===== src/rtl/dcm_phase_scan.sv =====
// dcm_phase_scan: sweeps DCM fine phase, finds the widest error-free eye and parks at its centre
module dcm_phase_scan #(
  parameter int MAX_STEPS = 200,
  parameter int SETTLE    = 16,
  parameter int WINDOW    = 256,
  parameter int TIMEOUT   = 4096
) (
  input  logic       cclk_i,
  input  logic       rst_n_i,
  input  logic       start_i,
  input  logic       abort_i,
  input  logic       err_i,
  input  logic       dcm_done_i,
  input  logic       dcm_locked_i,
  output logic       wcmd_o,
  output logic [3:0] cmd_o,
  output logic       busy_o,
  output logic       cal_done_o,
  output logic       cal_fail_o,
  output logic [8:0] eye_start_o,
  output logic [8:0] eye_width_o,
  output logic [8:0] cur_phase_o
);
  localparam int CMAX = (TIMEOUT > WINDOW) ? ((TIMEOUT > SETTLE) ? TIMEOUT : SETTLE)
                                           : ((WINDOW > SETTLE) ? WINDOW : SETTLE);
  localparam int CW = $clog2(CMAX + 1);
  typedef enum logic [3:0] {
    S_IDLE, S_RST, S_RWAIT, S_SETTLE, S_MEAS, S_STEP, S_SWAIT, S_CALC, S_CTR, S_CWAIT, S_DONE, S_FAIL
  } state_t;
  state_t        state_q, state_d;
  logic [CW-1:0] cnt_q, cnt_d;
  logic [8:0]    err_cnt_q, err_cnt_d, run_q, run_d, cur_q, cur_d;
  logic [8:0]    eye_start_q, eye_start_d, eye_width_q, eye_width_d, target_q, target_d;
  logic [8:0]    run_inc;
  logic          busy, wait_ok, wait_to, good;
  assign busy    = !(state_q inside {S_IDLE, S_DONE, S_FAIL});
  assign wait_ok = (cnt_q >= CW'(2)) && dcm_done_i && dcm_locked_i;
  assign wait_to = cnt_q == CW'(TIMEOUT);
  assign good    = (err_cnt_q == 9'd0) && !err_i;
  assign run_inc = run_q + 9'd1;
  // next state, command strobe and datapath updates; abort or reset suppresses any strobe
  always_comb begin
    state_d     = state_q;
    cnt_d       = cnt_q + CW'(1);
    err_cnt_d   = err_cnt_q;
    run_d       = run_q;
    cur_d       = cur_q;
    eye_start_d = eye_start_q;
    eye_width_d = eye_width_q;
    target_d    = target_q;
    wcmd_o      = 1'b0;
    cmd_o       = 4'd0;
    if (busy && (abort_i || !rst_n_i)) state_d = S_FAIL;
    else begin
      case (state_q)
        S_IDLE, S_DONE, S_FAIL: begin
          if (start_i && !abort_i) begin
            state_d     = S_RST;
            eye_start_d = 9'd0;
            eye_width_d = 9'd0;
            run_d       = 9'd0;
          end
        end
        S_RST: begin
          wcmd_o  = 1'b1;
          cmd_o   = 4'd3;
          cur_d   = 9'd0;
          cnt_d   = '0;
          state_d = S_RWAIT;
        end
        S_RWAIT, S_SWAIT: begin
          if (wait_ok) begin
            state_d = S_SETTLE;
            cnt_d   = '0;
          end else if (wait_to) state_d = S_FAIL;
        end
        S_CWAIT: state_d = wait_ok ? S_CTR : (wait_to ? S_FAIL : S_CWAIT);
        S_SETTLE: begin
          if (cnt_q == CW'(SETTLE - 1)) begin
            state_d   = S_MEAS;
            cnt_d     = '0;
            err_cnt_d = 9'd0;
          end
        end
        S_MEAS: begin
          err_cnt_d = (err_i && err_cnt_q != 9'h1ff) ? err_cnt_q + 9'd1 : err_cnt_q;
          if (cnt_q == CW'(WINDOW - 1)) begin
            run_d = good ? run_inc : 9'd0;
            if (good && run_inc > eye_width_q) begin
              eye_width_d = run_inc;
              eye_start_d = cur_q - run_q;
            end
            state_d = (cur_q == 9'(MAX_STEPS)) ? S_CALC : S_STEP;
          end
        end
        S_STEP: begin
          wcmd_o  = 1'b1;
          cmd_o   = 4'd1;
          cur_d   = cur_q + 9'd1;
          cnt_d   = '0;
          state_d = S_SWAIT;
        end
        S_CALC: begin
          target_d = eye_start_q + ((eye_width_q - 9'd1) >> 1);
          state_d  = (eye_width_q == 9'd0) ? S_FAIL : S_CTR;
        end
        S_CTR: begin
          if (cur_q == target_q) state_d = S_DONE;
          else begin
            wcmd_o  = 1'b1;
            cmd_o   = 4'd2;
            cur_d   = cur_q - 9'd1;
            cnt_d   = '0;
            state_d = S_CWAIT;
          end
        end
        default: state_d = S_IDLE;
      endcase
    end
  end
  // state and datapath registers with synchronous active-low reset
  always_ff @(posedge cclk_i) begin
    if (!rst_n_i) begin
      state_q     <= S_IDLE;
      cnt_q       <= '0;
      err_cnt_q   <= 9'd0;
      run_q       <= 9'd0;
      cur_q       <= 9'd0;
      eye_start_q <= 9'd0;
      eye_width_q <= 9'd0;
      target_q    <= 9'd0;
    end else begin
      state_q     <= state_d;
      cnt_q       <= cnt_d;
      err_cnt_q   <= err_cnt_d;
      run_q       <= run_d;
      cur_q       <= cur_d;
      eye_start_q <= eye_start_d;
      eye_width_q <= eye_width_d;
      target_q    <= target_d;
    end
  end
  assign busy_o      = busy;
  assign cal_done_o  = state_q == S_DONE;
  assign cal_fail_o  = state_q == S_FAIL;
  assign eye_start_o = eye_start_q;
  assign eye_width_o = eye_width_q;
  assign cur_phase_o = cur_q;
endmodule

===== config.mk =====
export PLATFORM = sky130hd
export DESIGN_NAME = dcm_phase_scan
export DESIGN_NICKNAME = d
export VERILOG_FILES = /design/src/rtl/dcm_phase_scan.sv
export SDC_FILE = /design/constraint.sdc
export NUM_CORES = 1
export LEC_CHECK = 0
export BUFFER_PORTS_ARGS = -buffer_cell sky130_fd_sc_hd__buf_2
export CORE_MARGIN = 8
export CORE_UTILIZATION = 60
export CTS_CLUSTER_SIZE = 28
export DETAILED_ROUTE_END_ITERATION = 8
export PLACE_DENSITY = 0.8
export RECOVER_POWER = 100
export SETUP_SLACK_MARGIN = 0.1
export SLEW_MARGIN = 40
export SYNTH_ARGS = -nofsm -noshare
export SYNTH_HDL_FRONTEND = slang
export SYNTH_SLANG_ARGS = --single-unit
export TNS_END_PERCENT = 30

===== constraint.sdc =====
create_clock -name cclk_i -period 8.8 [get_ports cclk_i]
set_input_delay 0 -clock cclk_i [delete_from_list [all_inputs] [get_ports cclk_i]]
set_output_delay 0 -clock cclk_i [all_outputs]
set_load 0.05 [all_outputs]

==> flow_summary_export.csv, run 1 <==
group,metric,value,unit
placed_design,hpwl,9.55,mm
pwr,power_frac_comb,38.2,%
sta,max_freq,235,MHz
worst_setup_path,crit_family,"compound AO/OA/AOI/OAI gates",
pwr,swShare,41.6,%
synthesis,synth_ff_type,"dfxtp_1",
drt,drt_pass1_iterations,5,
placed_design,place_area,5220,µm²
grt,grt_max_degree,34,
clock_tree,cts-buffers-inserted,9,
drt,route.detailed.drc,0,
synthesis,synth_area_leader_cell,"dfxtp_1",
pwr,ir_drop,0.000176,V
clock_tree,cts.sinks,71,
layout,syn_to_final_growth,6.51,%
sta,setup_viol,0,
synthesis,yosysMostFrequentCell,"dfxtp_1",
floorplan,chipHeight,107,µm
clock_tree,cts-root-buf,"clkbuf_8",
clock_tree,cts_buffer_depth,2,
floorplan,dieArea,11400,µm²
worst_setup_path,slowest_stage,"a2111oi_0",
synthesis,ys_seq_area_share,28.6,%
sta,post-route-min-period,4250,ps
worst_setup_path,critical-path-max-stage-delay,2070,ps
placed_design,gp_congestion,0.905,
worst_setup_path,r2r_slack,4550,ps
sta,tightest_slew,2650,ps
pwr,p_clk_share,25.8,%
layout,fin_area,5290,µm²
worst_setup_path,r2r-start,"err_cnt_q[0]",
grt,grt.overflow.total,0,
worst_setup_path,cp-end-kind,"flop",
drt,final_antenna_net_count,0,
synthesis,synth.top_cell.area_share,28.6,%
layout,postLayoutCoreUtil,65.0,%
sta,drv_slew,26,
hold_path,min_from,"dcm_done_i",
synthesis,synth.area.top_cells,"dfxtp_1, ha_1, xnor2_1",
layout,finalNetCount,687,
hold_path,hold_end,"state_q[3]",
grt,grt_pass1_vias,4301,
sta,tns,0,ps
grt,antenna_found_initial,0,
clock_tree,clkLatencyLatePin,360,ps
floorplan,io-pin-count,42,
synthesis,syn_avg_cell_area,8.18,µm²
layout,antenna_cells,0,
worst_setup_path,ff2ff_path_depth,10,
worst_setup_path,path_buf_inv,0,
pwr,switchingPower,432,µW
drt,viasPerCell,6.08,
synthesis,postSynthCellCount,607,
clock_tree,post_cts_buffers,0,
synthesis,synthArstFlopShare,0,%
layout,num-fill-cells,698,
worst_setup_path,arrival,4480,ps
sta,timing.slew.headroom,-81.0,%
worst_setup_path,crit_path_start_kind,"flop",
drt,routed_wl,12.7,mm
placed_design,io_buffers,39,
clock_tree,postCtsHoldBufs,0,
floorplan,rows,33,
drt,vias,4533,
synthesis,syn_area,4960,µm²
sta,skew,12.1,ps
worst_setup_path,critPathMaxFanout,11,
floorplan,start_util,61.0,%
synthesis,synth_common_cells,"dfxtp_1, nor2_1, nand2_1",
pwr,p_per_area,197,nW/µm²
worst_setup_path,path_cells,"ha_1, and3_1, and3_1, ha_1, nand3b_1, o22a_1, a2111oi_0, nand4_1, xor2_1, nor2_1",
status,violations,"capacitance limit, slew limit",
worst_setup_path,crit_required,9030,ps
clock_tree,h-tree-depth,3,
hold_path,min_path_cells,5,
grt,grt_pass1_wl,20.8,mm
worst_setup_path,r2r_end,"err_cnt_q[4]",
synthesis,ys_types,72,
grt,track_usage,22.2,%
clock_tree,cts_resized,0,
hold_path,hold_class,"in -> reg",
synthesis,synth-edff-count,0,
synthesis,yosysWarnings,0,
floorplan,dieWidth,107,µm
floorplan,core,8130,µm²
drt,drt_iter0_markers,334,
synthesis,synth-seq-cells,71,
sta,holdWs,138,ps
sta,hold_viol_final,0,
job,cap_violations,2,
sta,fin_crit_sh,48.3,%
sta,rsz0062_at_grt,"no",
pwr,power_leakage,0.00204,µW
pwr,internal_power,607,µW
layout,drive_gt1_share,5.16,%
pwr,pwr-share-seq,36.0,%
worst_setup_path,crit_type,"reg -> reg",
drt,wl_per_cell,17.1,µm
clock_tree,cts_tree,"built",
clock_tree,path_clk_slew,70,ps
status,status,"finished with violations",
sequential cells by signal, summed over array words and instances, names as in the netlist:
register / count
cnt_q: 13
cur_phase_o: 9
err_cnt_q: 9
eye_start_o: 9
eye_width_o: 9
run_q: 9
state_q: 4
target_q: 9
worst max path at each step:
stage / start / endpoint / slack, ps / cells past startpoint
6_report: err_cnt_q[0] / err_cnt_q[4] / 4550 / 10
5_1_grt: err_cnt_q[0] / err_cnt_q[8] / 4050 / 10
4_1_cts: run_q[0] / eye_width_o[5] / 5260 / 11
3_5_place_dp: run_q[0] / eye_width_o[5] / 5300 / 11
3_3_place_gp: run_q[0] / eye_start_o[4] / 5180 / 11
2_1_floorplan: state_q[0] / cur_phase_o[8] / 5870 / 11
placed cells by master (no fill, tap or decap), types with 4 or more instances in the layout:
cell type,instances
dfxtp_1,71
nor2_1,67
nand2_1,51
ha_1,41
inv_1,36
nand3_1,34
clkbuf_1,34
xnor2_1,32
a21oi_1,29
xor2_1,28
mux2i_1,21
o21ai_0,19
nor3_1,17
nand4_1,15
nor4_1,11
clkbuf_8,11
and3_1,7
nand2b_1,6
o21a_1,6
buf_2,6
o31ai_1,5
or3_1,5
o21bai_1,5
or2_2,5
a22oi_1,5
a2111oi_0,4
nor2b_1,4
a211oi_1,4
worst register-to-register path, delay by kind of cell, from the launching register on:
| kind | cells | cell delay (ps) |
|---|---|---|
| compound gates | 2 | 2260 |
| fa+ha+maj | 2 | 420 |
| xor+xnor | 1 | 240 |
| flops | 1 | 350 |
| simple gates | 5 | 860 |
logic make-up (layout without fill, tap and decap cells):
logic type,Yosys count,count (layout),synth area share [%]
buffers and inverters,60,92,5.02
adders and majority gates,44,44,11.5
muxes,22,22,4.46
xor gates and xnor gates,60,60,10.6
other,1,2,0.0756
and+or+nand+nor,239,239,24.2
AOI/OAI and AO/OA,110,110,15.5
DFF,71,71,28.6
metal layers:
layer  share of wire (%)  track usage, %  up-vias  routed length [µm]
met2                  47            36.6      154                5970
li1                    -               -     2218                   -
met3                 6.0            4.68       31                 766
met5                   0               0        -                   0
met4                 2.8            10.2        0                 361
met1                  44            27.1     2130                5620
stage by stage:
step / cells / worst slack, ps / total power [µW]
after detailed placement: 730 / 5300 / 796
after CTS: 745 / 5260 / 1060
after global placement: 730 / 5180 / 777
final: 745 / 4550 / 1040
after global routing: 745 / 4050 / 1090
after floorplan: 608 / 5870 / 712
power by group through the flow:
stage	logic [µW]	clock network, µW	registers [µW]
finish	397	268	374
global route	430	286	377
CTS	417	272	375
detailed placement	414	0	382
global placement	398	0	380
floorplan	351	0	361
area by class of cell:
type	count	area, µm²	area share (%)
flip-flops and latches	71	1420	26.9
inverters	38	143	2.70
repair buffers	39	154	2.91
clock inverters	3	42.5	0.805
clock buffers	12	155	2.94
well taps	105	131	2.49
multi-input cells	477	3240	61.3
Note: power is estimated with default switching activity, not from simulation.
==> run 2: changes to the inputs <==
Clock period 8.8 ns to 4.1 ns, I/O delays scaled along.
==> flow_summary_export.csv, run 2 (same netlist as run 1, synthesis figures left out) <==
group,metric,value,unit
clock_tree,h-tree-depth,3,
floorplan,dieArea,11400,µm²
worst_setup_path,path_buf_inv,1,
sta,skew,11.7,ps
sta,tns,0,ps
grt,grt_max_degree,33,
pwr,ir_drop,0.000284,V
floorplan,rows,33,
drt,final_antenna_net_count,0,
floorplan,core,8130,µm²
clock_tree,cts_tree,"built",
pwr,p_per_area,408,nW/µm²
floorplan,dieWidth,107,µm
clock_tree,clkLatencyLatePin,350,ps
job,cap_violations,1,
sta,timing.slew.headroom,-25.7,%
layout,largest_reg_flops,13,
placed_design,io_buffers,39,
worst_setup_path,slowest_stage,"nor3_1",
layout,top_register,"cnt_q",
pwr,p_clk_share,23.5,%
drt,viasPerCell,6.09,
grt,grt.overflow.total,0,
worst_setup_path,cp-startpoint,"cnt_q[9]",
worst_setup_path,cp-end-kind,"flop",
worst_setup_path,crit_family,"simple AND/OR/NAND/NOR gates",
hold_path,min_from,"dcm_done_i",
clock_tree,cts_resized,0,
status,status,"finished with violations",
pwr,internal_power,1230,µW
clock_tree,cts_buffer_depth,2,
sta,hold_viol_final,0,
pwr,pwr-share-seq,36.8,%
worst_setup_path,crit_type,"reg -> reg",
grt,antenna_found_initial,0,
sta,post-route-min-period,3520,ps
worst_setup_path,path_cells,"or4_4, nor4_4, o221ai_1, nor3_1, inv_2, o311ai_0",
sta,fin_crit_sh,85.9,%
worst_setup_path,crit_path_start_kind,"flop",
layout,drive_gt1_share,5.59,%
clock_tree,cts-root-buf,"clkbuf_8",
grt,top_usage_layer,"met2",
worst_setup_path,arrival,3760,ps
pwr,swShare,42.9,%
clock_tree,path_clk_slew,80,ps
grt,grt_pass1_vias,4333,
drt,vias,4561,
clock_tree,cts-buffers-inserted,9,
sta,tightest_slew,1860,ps
clock_tree,postCtsHoldBufs,0,
grt,met2_usage,37.5,%
drt,routed_wl,12.5,mm
pwr,p_total,2160,µW
pwr,power_frac_comb,39.7,%
drt,drt_iter0_markers,374,
worst_setup_path,critPathMaxFanout,20,
worst_setup_path,r2r-start,"cnt_q[9]",
grt,grt_pass1_wl,20.6,mm
placed_design,hpwl,9.50,mm
layout,finalNetCount,690,
drt,drt_pass1_iterations,5,
sta,drv_slew,14,
clock_tree,cts.sinks,71,
grt,grt_use_met3,3.66,%
pwr,switchingPower,929,µW
layout,final_common_cell,"dfxtp_1",
sta,rsz0062_at_grt,"no",
floorplan,io-pin-count,42,
drt,wl_per_cell,16.7,µm
hold_path,hold_class,"in -> reg",
layout,num-fill-cells,743,
status,violations,"capacitance limit, slew limit",
layout,final_cell_mix,"dfxtp_1, nor2_1, nand2_1",
floorplan,start_util,61.0,%
sta,max_freq,284,MHz
layout,syn_to_final_growth,6.78,%
worst_setup_path,crit_required,4340,ps
clock_tree,post_cts_buffers,0,
placed_design,gp_congestion,0.893,
worst_setup_path,critical-path-max-stage-delay,1080,ps
layout,antenna_cells,0,
sta,setup_viol,0,
grt,track_usage,22.2,%
drt,route.detailed.drc,0,
floorplan,chipHeight,107,µm
pwr,power_leakage,0.00204,µW
grt,grtUsageMet1,26.7,%
-- run 2: layout make-up --
type	count	area [µm²]	area share, %
inverter	38	143	2.69
sequential	71	1420	26.8
clock inverter	5	33.8	0.638
multi-input combinational	477	3260	61.4
tap	105	131	2.48
clock buffer	11	141	2.67
timing repair buffer	42	173	3.26
-- run 2: stage by stage --
stage	instance area, µm²	hold WS, ps	cells	util (%)	setup WS (ps)
final	5300	133	749	65.1	579
after global routing	5300	158	749	65.1	214
after CTS	5400	126	749	66.4	670
after detailed placement	5230	472	733	64.2	758
after global placement	5210	456	733	64.1	903
after floorplan	4970	347	608	-	1170
-- run 2: worst reg2reg max path, stage by stage (launching register included) --
cell	delay, ps
dfxtp_1	370
or4_4	560
nor4_4	330
o221ai_1	640
nor3_1	1080
inv_2	60
o311ai_0	360
-- run 2: power by group through the flow --
stage	registers, µW	logic [µW]	clock network, µW
2_1_floorplan	775	753	0
3_3_place_gp	807	871	0
3_5_place_dp	812	897	0
4_1_cts	795	902	520
5_1_grt	807	942	545
6_report	796	859	508
-- run 2: path summary, 6_finish.rpt --
path	endpoint	slack (ps)	cells after the start
worst max-delay path	run_q[5]	580	6
worst min-delay path	state_q[3]	130	5
worst max register to register	run_q[5]	580	6
worst min register to register	cnt_q[0]	490	1
-- run 2: layer usage --
| layer | wire, µm | vias up |
|---|---|---|
| met3 | 647 | 36 |
| met4 | 424 | 0 |
| met1 | 5500 | 2167 |
| met5 | 0 | - |
| met2 | 5930 | 128 |
| li1 | - | 2230 |
